**src/rtl/dest_rd_cred_sched_pkg.sv**
```systemverilog
// Shared types and constants for the per-destination read-credit scheduler.
// Contents: response beat size and the scheduler FSM state type.
package dest_rd_cred_sched_pkg;

    // One response beat carries 64 bytes.
    localparam int unsigned RD_CRED_BEAT_BYTES = 64;
    localparam int unsigned RD_CRED_BEAT_SHIFT = 6;

    typedef enum logic [0:0] {
        IDLE = 1'b0,
        SEND = 1'b1
    } rd_sched_state_t;

endpackage

```
**src/rtl/dest_rd_cred_sched_if.sv**
```systemverilog
// Request-side bundle of the read-credit scheduler.
// Carries per-destination request valid/ready/len, the forwarded request
// (valid/ready/dest/len) and the per-destination response beat drain pulses.
// slave  : scheduler view.
// master : requester / downstream / response-FIFO view.
interface dest_rd_cred_sched_if #(
    parameter int unsigned N_DESTS  = 4,
    parameter int unsigned LEN_BITS = 28
);
    localparam int unsigned DEST_W = (N_DESTS > 1) ? $clog2(N_DESTS) : 1;

    logic [N_DESTS-1:0]          s_req_valid;
    logic [N_DESTS-1:0]          s_req_ready;
    logic [N_DESTS*LEN_BITS-1:0] s_req_len;
    logic                        m_req_valid;
    logic                        m_req_ready;
    logic [DEST_W-1:0]           m_req_dest;
    logic [LEN_BITS-1:0]         m_req_len;
    logic [N_DESTS-1:0]          xfer;

    modport slave (
        input  s_req_valid, s_req_len, m_req_ready, xfer,
        output s_req_ready, m_req_valid, m_req_dest, m_req_len
    );

    modport master (
        output s_req_valid, s_req_len, m_req_ready, xfer,
        input  s_req_ready, m_req_valid, m_req_dest, m_req_len
    );

endinterface

```
**src/rtl/dest_rd_cred_sched_rr_arb.sv**
```systemverilog
// rd_cred_rr_arb: combinational N-way round-robin pick.
// Ports: req (request vector), ptr (highest-priority index),
//        gnt_idx (first requesting index at/after ptr, wrapping), gnt_any.
module rd_cred_rr_arb #(
    parameter  int unsigned N  = 4,
    localparam int unsigned IW = (N > 1) ? $clog2(N) : 1
) (
    input  logic [N-1:0]  req,
    input  logic [IW-1:0] ptr,
    output logic [IW-1:0] gnt_idx,
    output logic          gnt_any
);

    // Scan N positions starting at ptr; the first hit wins.
    always_comb begin
        int unsigned idx;
        gnt_idx = '0;
        gnt_any = 1'b0;
        idx     = 0;
        for (int unsigned k = 0; k < N; k++) begin
            idx = 32'(ptr) + k;
            if (idx >= N) begin
                idx = idx - N;
            end
            if (!gnt_any && req[IW'(idx)]) begin
                gnt_any = 1'b1;
                gnt_idx = IW'(idx);
            end
        end
    end

endmodule

```
**src/rtl/dest_rd_cred_sched.sv**
```systemverilog
// dest_rd_cred_sched: read-request scheduler with per-destination response
// beat credits. Forwards one request at a time, round-robin among
// destinations whose credits cover the request; credits return on xfer.
// Ports: aclk, aresetn (async, active low), bus (dest_rd_cred_sched_if.slave),
//        err_oversize (sticky per-destination oversize flag),
//        stall_cnt (only with RD_CRED_STATS_EN: per-destination credit-stall
//        cycle counters, 32 bits each, packed).
module dest_rd_cred_sched
    import dest_rd_cred_sched_pkg::*;
#(
    parameter int unsigned N_DESTS  = 4,
    parameter int unsigned CRED_MAX = 512,
    parameter int unsigned LEN_BITS = 28
) (
    input  logic                   aclk,
    input  logic                   aresetn,
    dest_rd_cred_sched_if.slave    bus,
    output logic [N_DESTS-1:0]     err_oversize
`ifdef RD_CRED_STATS_EN
    ,
    output logic [N_DESTS*32-1:0]  stall_cnt
`endif
);

    localparam int unsigned DEST_W = (N_DESTS > 1) ? $clog2(N_DESTS) : 1;
    localparam int unsigned CW     = $clog2(CRED_MAX + 1);
    localparam int unsigned BW     = LEN_BITS + 1;

    rd_sched_state_t     state_q, state_d;
    logic [DEST_W-1:0]   ptr_q, ptr_d;
    logic                m_valid_q, m_valid_d;
    logic [DEST_W-1:0]   m_dest_q, m_dest_d;
    logic [LEN_BITS-1:0] m_len_q, m_len_d;
    logic [N_DESTS-1:0]  ready_q, ready_d;
    logic [N_DESTS-1:0]  err_q, err_d;
    logic [CW-1:0]       cred_q [N_DESTS];
    logic [CW-1:0]       cred_d [N_DESTS];

    logic [LEN_BITS-1:0] len_c     [N_DESTS];
    logic [BW-1:0]       beats_c   [N_DESTS];
    logic [N_DESTS-1:0]  eligible_c;
    logic [N_DESTS-1:0]  oversize_c;
    logic [N_DESTS-1:0]  grant_c;
    logic [DEST_W-1:0]   ov_idx_c;
    logic [DEST_W-1:0]   gnt_idx_c;
    logic                gnt_any_c;

    // Beat count per request and qualification. A destination whose
    // ready pulse is already out is masked so its request is not seen twice.
    always_comb begin
        ov_idx_c = '0;
        for (int i = 0; i < int'(N_DESTS); i++) begin
            len_c[i] = bus.s_req_len[i*LEN_BITS +: LEN_BITS];
            if (len_c[i] == '0) begin
                beats_c[i] = BW'(1);
            end else begin
                beats_c[i] = (BW'(len_c[i]) + BW'(RD_CRED_BEAT_BYTES - 1)) >> RD_CRED_BEAT_SHIFT;
            end
            eligible_c[i] = bus.s_req_valid[i] && !ready_q[i] && (beats_c[i] <= BW'(cred_q[i]));
            oversize_c[i] = bus.s_req_valid[i] && !ready_q[i] && (beats_c[i] > BW'(CRED_MAX));
        end
        for (int i = int'(N_DESTS) - 1; i >= 0; i--) begin
            if (oversize_c[i]) begin
                ov_idx_c = DEST_W'(i);
            end
        end
    end

    rd_cred_rr_arb #(
        .N (N_DESTS)
    ) u_arb (
        .req     (eligible_c),
        .ptr     (ptr_q),
        .gnt_idx (gnt_idx_c),
        .gnt_any (gnt_any_c)
    );

    // Next-state and output logic.
    always_comb begin
        state_d   = state_q;
        ptr_d     = ptr_q;
        m_valid_d = m_valid_q;
        m_dest_d  = m_dest_q;
        m_len_d   = m_len_q;
        ready_d   = '0;
        err_d     = err_q;
        grant_c   = '0;
        case (state_q)
            IDLE: begin
                if (|oversize_c) begin
                    ready_d[ov_idx_c] = 1'b1;
                    err_d[ov_idx_c]   = 1'b1;
                end else if (gnt_any_c) begin
                    ready_d[gnt_idx_c] = 1'b1;
                    grant_c[gnt_idx_c] = 1'b1;
                    m_valid_d          = 1'b1;
                    m_dest_d           = gnt_idx_c;
                    m_len_d            = len_c[gnt_idx_c];
                    ptr_d              = (gnt_idx_c == DEST_W'(N_DESTS - 1)) ? '0
                                                                             : gnt_idx_c + DEST_W'(1);
                    state_d            = SEND;
                end
            end
            SEND: begin
                if (bus.m_req_ready) begin
                    m_valid_d = 1'b0;
                    state_d   = IDLE;
                end
            end
            default: state_d = IDLE;
        endcase
    end

    // Credit net update; a return at full credit without a grant is dropped.
    always_comb begin
        for (int i = 0; i < int'(N_DESTS); i++) begin
            cred_d[i] = cred_q[i];
            if (grant_c[i]) begin
                cred_d[i] = cred_d[i] - CW'(beats_c[i]);
            end
            if (bus.xfer[i] && (grant_c[i] || (cred_q[i] != CW'(CRED_MAX)))) begin
                cred_d[i] = cred_d[i] + CW'(1);
            end
        end
    end

    always_ff @(posedge aclk or negedge aresetn) begin
        if (!aresetn) begin
            state_q   <= IDLE;
            ptr_q     <= '0;
            m_valid_q <= 1'b0;
            m_dest_q  <= '0;
            m_len_q   <= '0;
            ready_q   <= '0;
            err_q     <= '0;
            for (int i = 0; i < int'(N_DESTS); i++) begin
                cred_q[i] <= CW'(CRED_MAX);
            end
        end else begin
            state_q   <= state_d;
            ptr_q     <= ptr_d;
            m_valid_q <= m_valid_d;
            m_dest_q  <= m_dest_d;
            m_len_q   <= m_len_d;
            ready_q   <= ready_d;
            err_q     <= err_d;
            for (int i = 0; i < int'(N_DESTS); i++) begin
                cred_q[i] <= cred_d[i];
            end
        end
    end

    assign bus.s_req_ready = ready_q;
    assign bus.m_req_valid = m_valid_q;
    assign bus.m_req_dest  = m_dest_q;
    assign bus.m_req_len   = m_len_q;
    assign err_oversize    = err_q;

    // A drain pulse at full credit means the response FIFO returned more
    // beats than were ever granted.
    for (genvar gi = 0; gi < int'(N_DESTS); gi++) begin : g_xfer_chk
        a_xfer_full: assert property (@(posedge aclk) disable iff (!aresetn)
            !(bus.xfer[gi] && !grant_c[gi] && (cred_q[gi] == CW'(CRED_MAX))));
    end

`ifdef RD_CRED_STATS_EN
    logic [N_DESTS-1:0] stall_c;
    logic [31:0]        stall_q [N_DESTS];

    // Credit stall: request fits the FIFO but not the current credits.
    always_comb begin
        for (int i = 0; i < int'(N_DESTS); i++) begin
            stall_c[i] = bus.s_req_valid[i] && (beats_c[i] > BW'(cred_q[i]))
                         && (beats_c[i] <= BW'(CRED_MAX));
            stall_cnt[i*32 +: 32] = stall_q[i];
        end
    end

    always_ff @(posedge aclk or negedge aresetn) begin
        if (!aresetn) begin
            for (int i = 0; i < int'(N_DESTS); i++) begin
                stall_q[i] <= '0;
            end
        end else if (state_q == IDLE) begin
            for (int i = 0; i < int'(N_DESTS); i++) begin
                if (stall_c[i] && (stall_q[i] != '1)) begin
                    stall_q[i] <= stall_q[i] + 32'(1);
                end
            end
        end
    end
`endif

endmodule

```
**src/flat_wrapper.sv**
```systemverilog
// flat-port wrapper written by rule: the top's interface ports become plain ports
module dest_rd_cred_sched_flat import dest_rd_cred_sched_pkg::*;
#(
    parameter int unsigned N_DESTS  = 4,
    parameter int unsigned CRED_MAX = 512,
    parameter int unsigned LEN_BITS = 28
)
  (aclk, aresetn, err_oversize, bus_s_req_valid, bus_s_req_len, bus_m_req_ready, bus_xfer, bus_s_req_ready, bus_m_req_valid, bus_m_req_dest, bus_m_req_len);
  dest_rd_cred_sched_if #(.N_DESTS(N_DESTS), .LEN_BITS(LEN_BITS)) bus_i ();
  input  logic aclk;
  input  logic aresetn;
  output logic [N_DESTS-1:0] err_oversize;
  input wire logic [$bits(bus_i.s_req_valid)-1:0] bus_s_req_valid;
  input wire logic [$bits(bus_i.s_req_len)-1:0] bus_s_req_len;
  input wire logic [$bits(bus_i.m_req_ready)-1:0] bus_m_req_ready;
  input wire logic [$bits(bus_i.xfer)-1:0] bus_xfer;
  output wire logic [$bits(bus_i.s_req_ready)-1:0] bus_s_req_ready;
  output wire logic [$bits(bus_i.m_req_valid)-1:0] bus_m_req_valid;
  output wire logic [$bits(bus_i.m_req_dest)-1:0] bus_m_req_dest;
  output wire logic [$bits(bus_i.m_req_len)-1:0] bus_m_req_len;
  assign bus_i.s_req_valid = bus_s_req_valid;
  assign bus_i.s_req_len = bus_s_req_len;
  assign bus_i.m_req_ready = bus_m_req_ready;
  assign bus_i.xfer = bus_xfer;
  assign bus_s_req_ready = bus_i.s_req_ready;
  assign bus_m_req_valid = bus_i.m_req_valid;
  assign bus_m_req_dest = bus_i.m_req_dest;
  assign bus_m_req_len = bus_i.m_req_len;
  dest_rd_cred_sched #(.N_DESTS(N_DESTS), .CRED_MAX(CRED_MAX), .LEN_BITS(LEN_BITS)) u_core (.aclk(aclk), .aresetn(aresetn), .bus(bus_i), .err_oversize(err_oversize));
endmodule
```
**config.mk**
```make
export PLATFORM = sky130hd
export DESIGN_NAME = dest_rd_cred_sched_flat
export DESIGN_NICKNAME = d
export VERILOG_FILES = /design/src/rtl/dest_rd_cred_sched_pkg.sv /design/src/rtl/dest_rd_cred_sched_if.sv /design/src/rtl/dest_rd_cred_sched_rr_arb.sv /design/src/rtl/dest_rd_cred_sched.sv /design/src/flat_wrapper.sv
export SDC_FILE = /design/constraint.sdc
export NUM_CORES = 1
export LEC_CHECK = 0
export ABC_AREA = 0
export BUFFER_PORTS_ARGS = -buffer_cell sky130_fd_sc_hd__buf_4
export CAP_MARGIN = 5
export CORE_ASPECT_RATIO = 0.9
export CORE_MARGIN = 2
export CORE_UTILIZATION = 55
export DETAILED_ROUTE_END_ITERATION = 8
export PLACE_DENSITY = 0.82
export SYNTH_ARGS = -nofsm -noshare
export SYNTH_HDL_FRONTEND = slang
export SYNTH_SLANG_ARGS = --single-unit
```
**constraint.sdc**
```tcl
create_clock -name aclk -period 12.3 [get_ports aclk]
set_input_delay 1.845 -clock aclk [delete_from_list [all_inputs] [get_ports aclk]]
set_output_delay 1.845 -clock aclk [all_outputs]
set_load 0.02 [all_outputs]
```
# Yosys cells after proc, flatten, opt, wreduce, memory -nomap -nowiden
# Index checks and enable logic that the tools add are counted.
dict set report word_totals {
  inputBits 123
  wordCells 161
  out_inout_bits 39
  reg_bits 82
}
dict set report op_classes {
  n_mux 57
  n_bitwise 4
  eq_ne 8
  order_cmp 21
  n_addsub 20
  n_reduce_logical 40
}
# cell n
set ops {}
lappend ops {{$add A28 B6 Y29 const B} 4}
lappend ops {{$gt A29 B10 Y1 const B} 4}
lappend ops {{$le A29 B10 Y1} 4}
lappend ops {{$logic_not A28 Y1} 4}
lappend ops {{$mux W23} 4}
lappend ops {{$mux W10} 8}
lappend ops {{$bmux W28 S2} 1}
lappend ops {{$mux W28} 2}
lappend ops {{$add A10 B1 Y10 const B} 4}
lappend ops {{$ne A10 B10 Y1 const B} 4}
lappend ops {{$sub A10 B10 Y10} 4}
lappend ops {{$mux W2} 13}
lappend ops {{$logic_and A1 B1 Y1} 21}
lappend ops {{$mux W4} 5}
lappend ops {{$lt A2 B3 Y1 const B} 6}
lappend ops {{$mux W1} 16}
lappend ops {{$ge A3 B3 Y1 const B} 4}
lappend ops {{$bmux W1 S2} 4}
lappend ops {{$sub A2 B1 Y2 const B} 4}
lappend ops {{$logic_not A1 Y1} 7}
lappend ops {{$add A2 B2 Y3 const B} 2}
lappend ops {{$reduce_and A3 Y1} 2}
lappend ops {{$demux W1 S2} 2}
lappend ops {{$ge A2 B1 Y1 const B} 2}
lappend ops {{13 further kinds} 19}

# Logic depth before layout (Yosys ltp)
dict set report logic_depth {
  word_depth 26
  depth_mapped 32
  ltp_nobuf 31
}

# Modules after synthesis
# From an unflattened synthesis, not the netlist that was laid out.
dict set report hier_totals {
  cells_unflattened 1004
  area_unflattened_um2 8783.4
}
# module seq_area_each_um2 cells_per_inst n_inst area_per_inst_um2
set modules_own_cells {}
lappend modules_own_cells {dest_rd_cred_sched 2057.0 989 1 8705.8}
lappend modules_own_cells {rd_cred_rr_arb 0.0 15 1 77.6}

# Worst setup path after synthesis
# OpenSTA, ideal clock, no wires.
dict set report synth_path {
  kind {in2reg}
  from {input port bus_s_req_len[86]}
  to {register u_core.cred_q[8] (netlist name)}
  required_ns 12.175
  setup_slack_ns 5.383
  setup_time_ns 0.125
  t_arrival_ns 6.792
  n_path_buf 2
  stages 27
  path_cell_list {nor4_1 > nand2_1 > and3_1 > clkbuf_1 > nor2b_1 > xnor2_1 > inv_1 > ha_1 > a2111oi_0 > a2111oi_0 > a2111oi_0 > o21ai_1 > a22oi_1 > o21a_1 > ha_1 > inv_1 > nor2_2 > buf_2 > nor2_1 > a21oi_1 > ha_1 > nand2_1 > nor2_1 > nand3_1 > nor3_1 > xnor2_1 > mux2_2}
}
# item line
set synth_lines {}
lappend synth_lines {{start, declared} flat_wrapper.sv:14} ;# input wire logic [$bits(bus_i.s_req_len)-1:0] bus_s_req_len;
lappend synth_lines {{end signal, assigned by index} dest_rd_cred_sched.sv:137} ;# cred_q[i] <= CW'(CRED_MAX);
lappend synth_lines {{end signal, assigned by index} dest_rd_cred_sched.sv:148} ;# cred_q[i] <= cred_d[i];
lappend synth_lines {{end, declared} dest_rd_cred_sched.sv:36} ;# logic [CW-1:0] cred_q [N_DESTS];

==> metrics.md <==
| Metric | Value |
|---|---|
| Vertical extent of the die | `~130 um` |
| Setup slack on the worst flop-to-flop path | `around 7 ns` |
| Die Width | `between 100 and 150 um` |
| Via-to-Cell Ratio | `between 5 and 6` |
| Clock sink total | `82` |
| Number of DRC markers after the initial detailed-route iteration | `762` |
| Largest net degree at the start of global routing | `44` |
| Setup violation total in the final timing report | `0` |
| Proportion of synthesized flip-flops having asynchronous set or reset | `1.00` |
| # DRC | `0` |
| Nature of the critical path endpoint | `register` |
| Summed negative setup slack over all endpoints | `0 ns` |
| Syn Nets | `between 1000 and 1500` |
| Number of distinct library cells after synthesis | `73` |
| Share of cells above drive strength 1 | `0.170` |
| Number of buffers created by CTS | `9` |
| Worst clock skew on the final layout | `0.0134 ns` |
| Leading cell types by count after synthesis | `sky130_fd_sc_hd__nand2_1 (117), sky130_fd_sc_hd__inv_1 (116), sky130_fd_sc_hd__xnor2_1 (94), sky130_fd_sc_hd__ha_1 (84), sky130_fd_sc_hd__dfrtp_1 (78)` |
| Row count | `44` |
| R2r startpoint | `u_core.cred_q[34]` |
| Final slew viol count | `0` |
| Reg-to-reg endpoint | `u_core.cred_q[8]` |
| Post-cts hold buffer count | `0` |
| Max frequency | `125 MHz` |
| Wire length of the first global-routing pass | `42200 um` |
| Number of global-route vias before repair | `about 8600` |
| Clock-pin slew of the registers on the worst-case setup and hold paths | `~0.070 ns` |
| Length of the first detailed-routing pass in iterations | `5` |
| Max H-tree Level | `3` |
| Number of top-level design ports | `between 150 and 200` |
| Fin crit share | `0.648` |
| Number of diodes | `0` |
| DIE AREA | `roughly 18000 um2` |
| Routed Antenna Nets | `0` |
| Skew-Pair Late Insertion Delay | `approximately 0.37 ns` |
| HPWL after detailed placement | `between 20000 and 25000 um` |
| Total global-route track usage | `0.293` |
| Hold/Removal Path Class | `register to register` |
| Worst ir drop on vdd | `0.0777 mV` |
| Number of filler instances in the final layout | `between 1000 and 1500` |
| Total Power | `1.67 mW` |
| Number of buffers added on ports | `around 160` |
| Slew margin rel. | `0.305` |
| Status | `finished clean` |
| Leak | `about 5 nW` |
| Number of nets in the final layout | `between 1500 and 2000` |
| R2R depth | `20` |
| Data arrival time at the worst-slack endpoint | `around 8.2 ns` |
| Data required time of the critical path | `approximately 13 ns` |
| Share of the core filled with cells in the final layout | `0.667` |
| Portion of the post-synthesis area used by sequential elements | `0.223` |
| Layout-stage area growth over the synthesis result | `17.5%` |
| Setup crit start | `bus_s_req_len[5]` |
| Area of the mapped netlist | `9220 um2` |
| Unrepaired setup endpoints after global routing | `no` |
| Overall routed net length | `26000 um` |
| Core Footprint | `16200 um2` |
| Setup crit end | `u_core.cred_q[8]` |
| Synth top area share | `0.212` |
| Buffer levels on the longest clock path | `2` |
| Synth Warn # | `0` |
| Reported max-cap violation count | `0` |
| Remaining Overflow, GRT | `0` |
| Actual slew at the worst max-slew pin | `~1.0 ns` |
| EDFF count, synth | `0` |
| Worst Setup Path Type | `input pin to register` |
| Flops & latches, synth | `82` |
| Largest cells by area after synthesis | `sky130_fd_sc_hd__dfrtp_1 (21%), sky130_fd_sc_hd__ha_1 (11%), sky130_fd_sc_hd__xnor2_1 (8.9%), sky130_fd_sc_hd__mux2i_1 (5.1%), sky130_fd_sc_hd__nand2_1 (4.8%)` |
| CTS tree | `done` |
| Cell type contributing the most total cell area after synthesis | `sky130_fd_sc_hd__dfrtp_1` |
| Post-synthesis average cell area | `between 7 and 8 um2` |
| Initial core utilization | `0.567` |
| Sort of element at the start of the critical path | `input pin` |
| Most common cell in the synthesized netlist | `sky130_fd_sc_hd__nand2_1` |
| Areal power density over the cells | `between 150 and 200 nW/um2` |
| Post-layout min period | `7.98 ns` |
| Post-CTS Repair Setup Buffers | `0` |
| Post-synthesis instance total | `1152` |
| Gpl congestion | `0.952` |
| WL per Instance | `17.2 um` |
| Hold violation count in the final report | `0` |
| Vias post-DR | `between 8000 and 9000` |
| Count of instances resized after the clock tree is built | `0` |
| Master cell of the clock root buffer | `sky130_fd_sc_hd__clkbuf_16` |
| Hold Slack | `0.464 ns` |
| Number of antenna violations at the first check in global routing | `0` |
| Prevailing post-synth register cell | `sky130_fd_sc_hd__dfrtp_1` |
| Max Fanout on Critical Path | `37` |
-- power breakdown --
| group | internal, mW | switching, mW | leakage, nW |
|---|---|---|---|
| Sequential | 0.330 | 0.0996 | 1.01 |
| Combinational | 0.420 | 0.551 | 3.74 |
| Clock | 0.142 | 0.127 | 0.131 |
-- critical path: stages --
cell                       delay (ns)
sky130_fd_sc_hd__buf_4           0.12
sky130_fd_sc_hd__nor4_1          0.88
sky130_fd_sc_hd__a211o_1         0.39
sky130_fd_sc_hd__or2_2           0.17
sky130_fd_sc_hd__xor2_1          0.18
sky130_fd_sc_hd__inv_1           0.07
sky130_fd_sc_hd__ha_1            0.40
sky130_fd_sc_hd__nand4_1         0.16
sky130_fd_sc_hd__nor2_1          0.15
sky130_fd_sc_hd__nand4b_1        0.13
sky130_fd_sc_hd__a31oi_1         0.06
sky130_fd_sc_hd__or4_1           0.59
sky130_fd_sc_hd__and2_1          0.21
sky130_fd_sc_hd__a311o_2         0.59
sky130_fd_sc_hd__buf_4           0.34
sky130_fd_sc_hd__nor2_2          0.47
sky130_fd_sc_hd__nor2_1          0.08
sky130_fd_sc_hd__a21oi_1         0.15
sky130_fd_sc_hd__ha_1            0.20
sky130_fd_sc_hd__nand2_1         0.12
sky130_fd_sc_hd__nor2_1          0.17
sky130_fd_sc_hd__nand3_1         0.14
sky130_fd_sc_hd__nor3_1          0.26
sky130_fd_sc_hd__xnor2_1         0.09
sky130_fd_sc_hd__mux2_2          0.26
-- through the flow --
stage	cell area (um2)	cells	worst slack, ns
after global placement	10600	1496	4.37
final	10800	1512	4.32
after CTS	10800	1512	4.50
after floorplan	9220	1152	5.38
after global routing	10800	1512	4.02
after detailed placement	10600	1496	4.13
-- cell families (layout without fill, tap and decap cells) --
logic type                 after synthesis  after routing  synth area share
and+or+nand+nor                        425            425             0.238
adders and majority gates               88             88             0.123
xor gates and xnor gates               139            139             0.132
muxes                                   67             67            0.0755
AOI/OAI and AO/OA                      208            208             0.145
DFF                                     82             82             0.223
buffers and inverters                  143            296            0.0638
-- how the worst min path moves through the flow --
stage | from | slack, ns | to | cells after the start
2_1_floorplan | u_core.state_q | 0.46 | u_core.bus.m_req_valid | 1
3_3_place_gp | u_core.bus.m_req_dest[0] | 0.45 | u_core.bus.m_req_dest[0] | 2
3_5_place_dp | u_core.err_oversize[3] | 0.46 | u_core.err_oversize[3] | 1
4_1_cts | u_core.err_oversize[3] | 0.47 | u_core.err_oversize[3] | 1
5_1_grt | u_core.err_oversize[3] | 0.49 | u_core.err_oversize[3] | 1
6_report | u_core.err_oversize[3] | 0.46 | u_core.err_oversize[3] | 1
-- layer usage --
| metal | part of all wire | vias up | GRT usage | routed length, um |
|---|---|---|---|---|
| li1 | - | 4306 | - | - |
| met1 | 0.43 | 4106 | 0.384 | 11200 |
| met2 | 0.46 | 384 | 0.494 | 12000 |
| met3 | 0.083 | 49 | 0.0562 | 2170 |
| met4 | 0.024 | 0 | 0.0909 | 635 |
| met5 | 0 | - | 0 | 0 |
-- cells in the final DEF (no fill, tap or decap), types with 19 or more instances in the layout --
| master | count |
|---|---|
| sky130_fd_sc_hd__o21ai_1 | 20 |
| sky130_fd_sc_hd__nor3_1 | 23 |
| sky130_fd_sc_hd__nor4_1 | 28 |
| sky130_fd_sc_hd__xor2_1 | 45 |
| sky130_fd_sc_hd__ha_1 | 84 |
| sky130_fd_sc_hd__nand3_1 | 35 |
| sky130_fd_sc_hd__nand4_1 | 43 |
| sky130_fd_sc_hd__mux2i_1 | 47 |
| sky130_fd_sc_hd__inv_1 | 116 |
| sky130_fd_sc_hd__mux2_2 | 19 |
| sky130_fd_sc_hd__nor2_1 | 75 |
| sky130_fd_sc_hd__and2_1 | 20 |
| sky130_fd_sc_hd__dfrtp_1 | 78 |
| sky130_fd_sc_hd__a21oi_1 | 59 |
| sky130_fd_sc_hd__nand2_1 | 117 |
| sky130_fd_sc_hd__xnor2_1 | 94 |
| sky130_fd_sc_hd__o21ai_0 | 39 |
| sky130_fd_sc_hd__buf_4 | 164 |
-- area by class of cell --
type                    instances  area, um2  share of cell area
clock buffers                  11        243              0.0224
clock inverters                 5       30.0             0.00277
inverters                     116        435              0.0402
multi-input cells             927       6570               0.607
flip-flops and latches         82       2060               0.190
well taps                     207        259              0.0239
repair buffers                164       1230               0.114
-- sequential cells by signal, summed over array words and instances (netlist names) --
register,flops
u_core.bus.m_req_dest,2
u_core.bus.m_req_valid,1
u_core.bus.s_req_ready,4
u_core.bus.m_req_len,28
u_core.err_oversize,4
u_core.state_q,1
u_core.cred_q,40
u_core.ptr_q,2
Power figures use the tool's default switching activity.
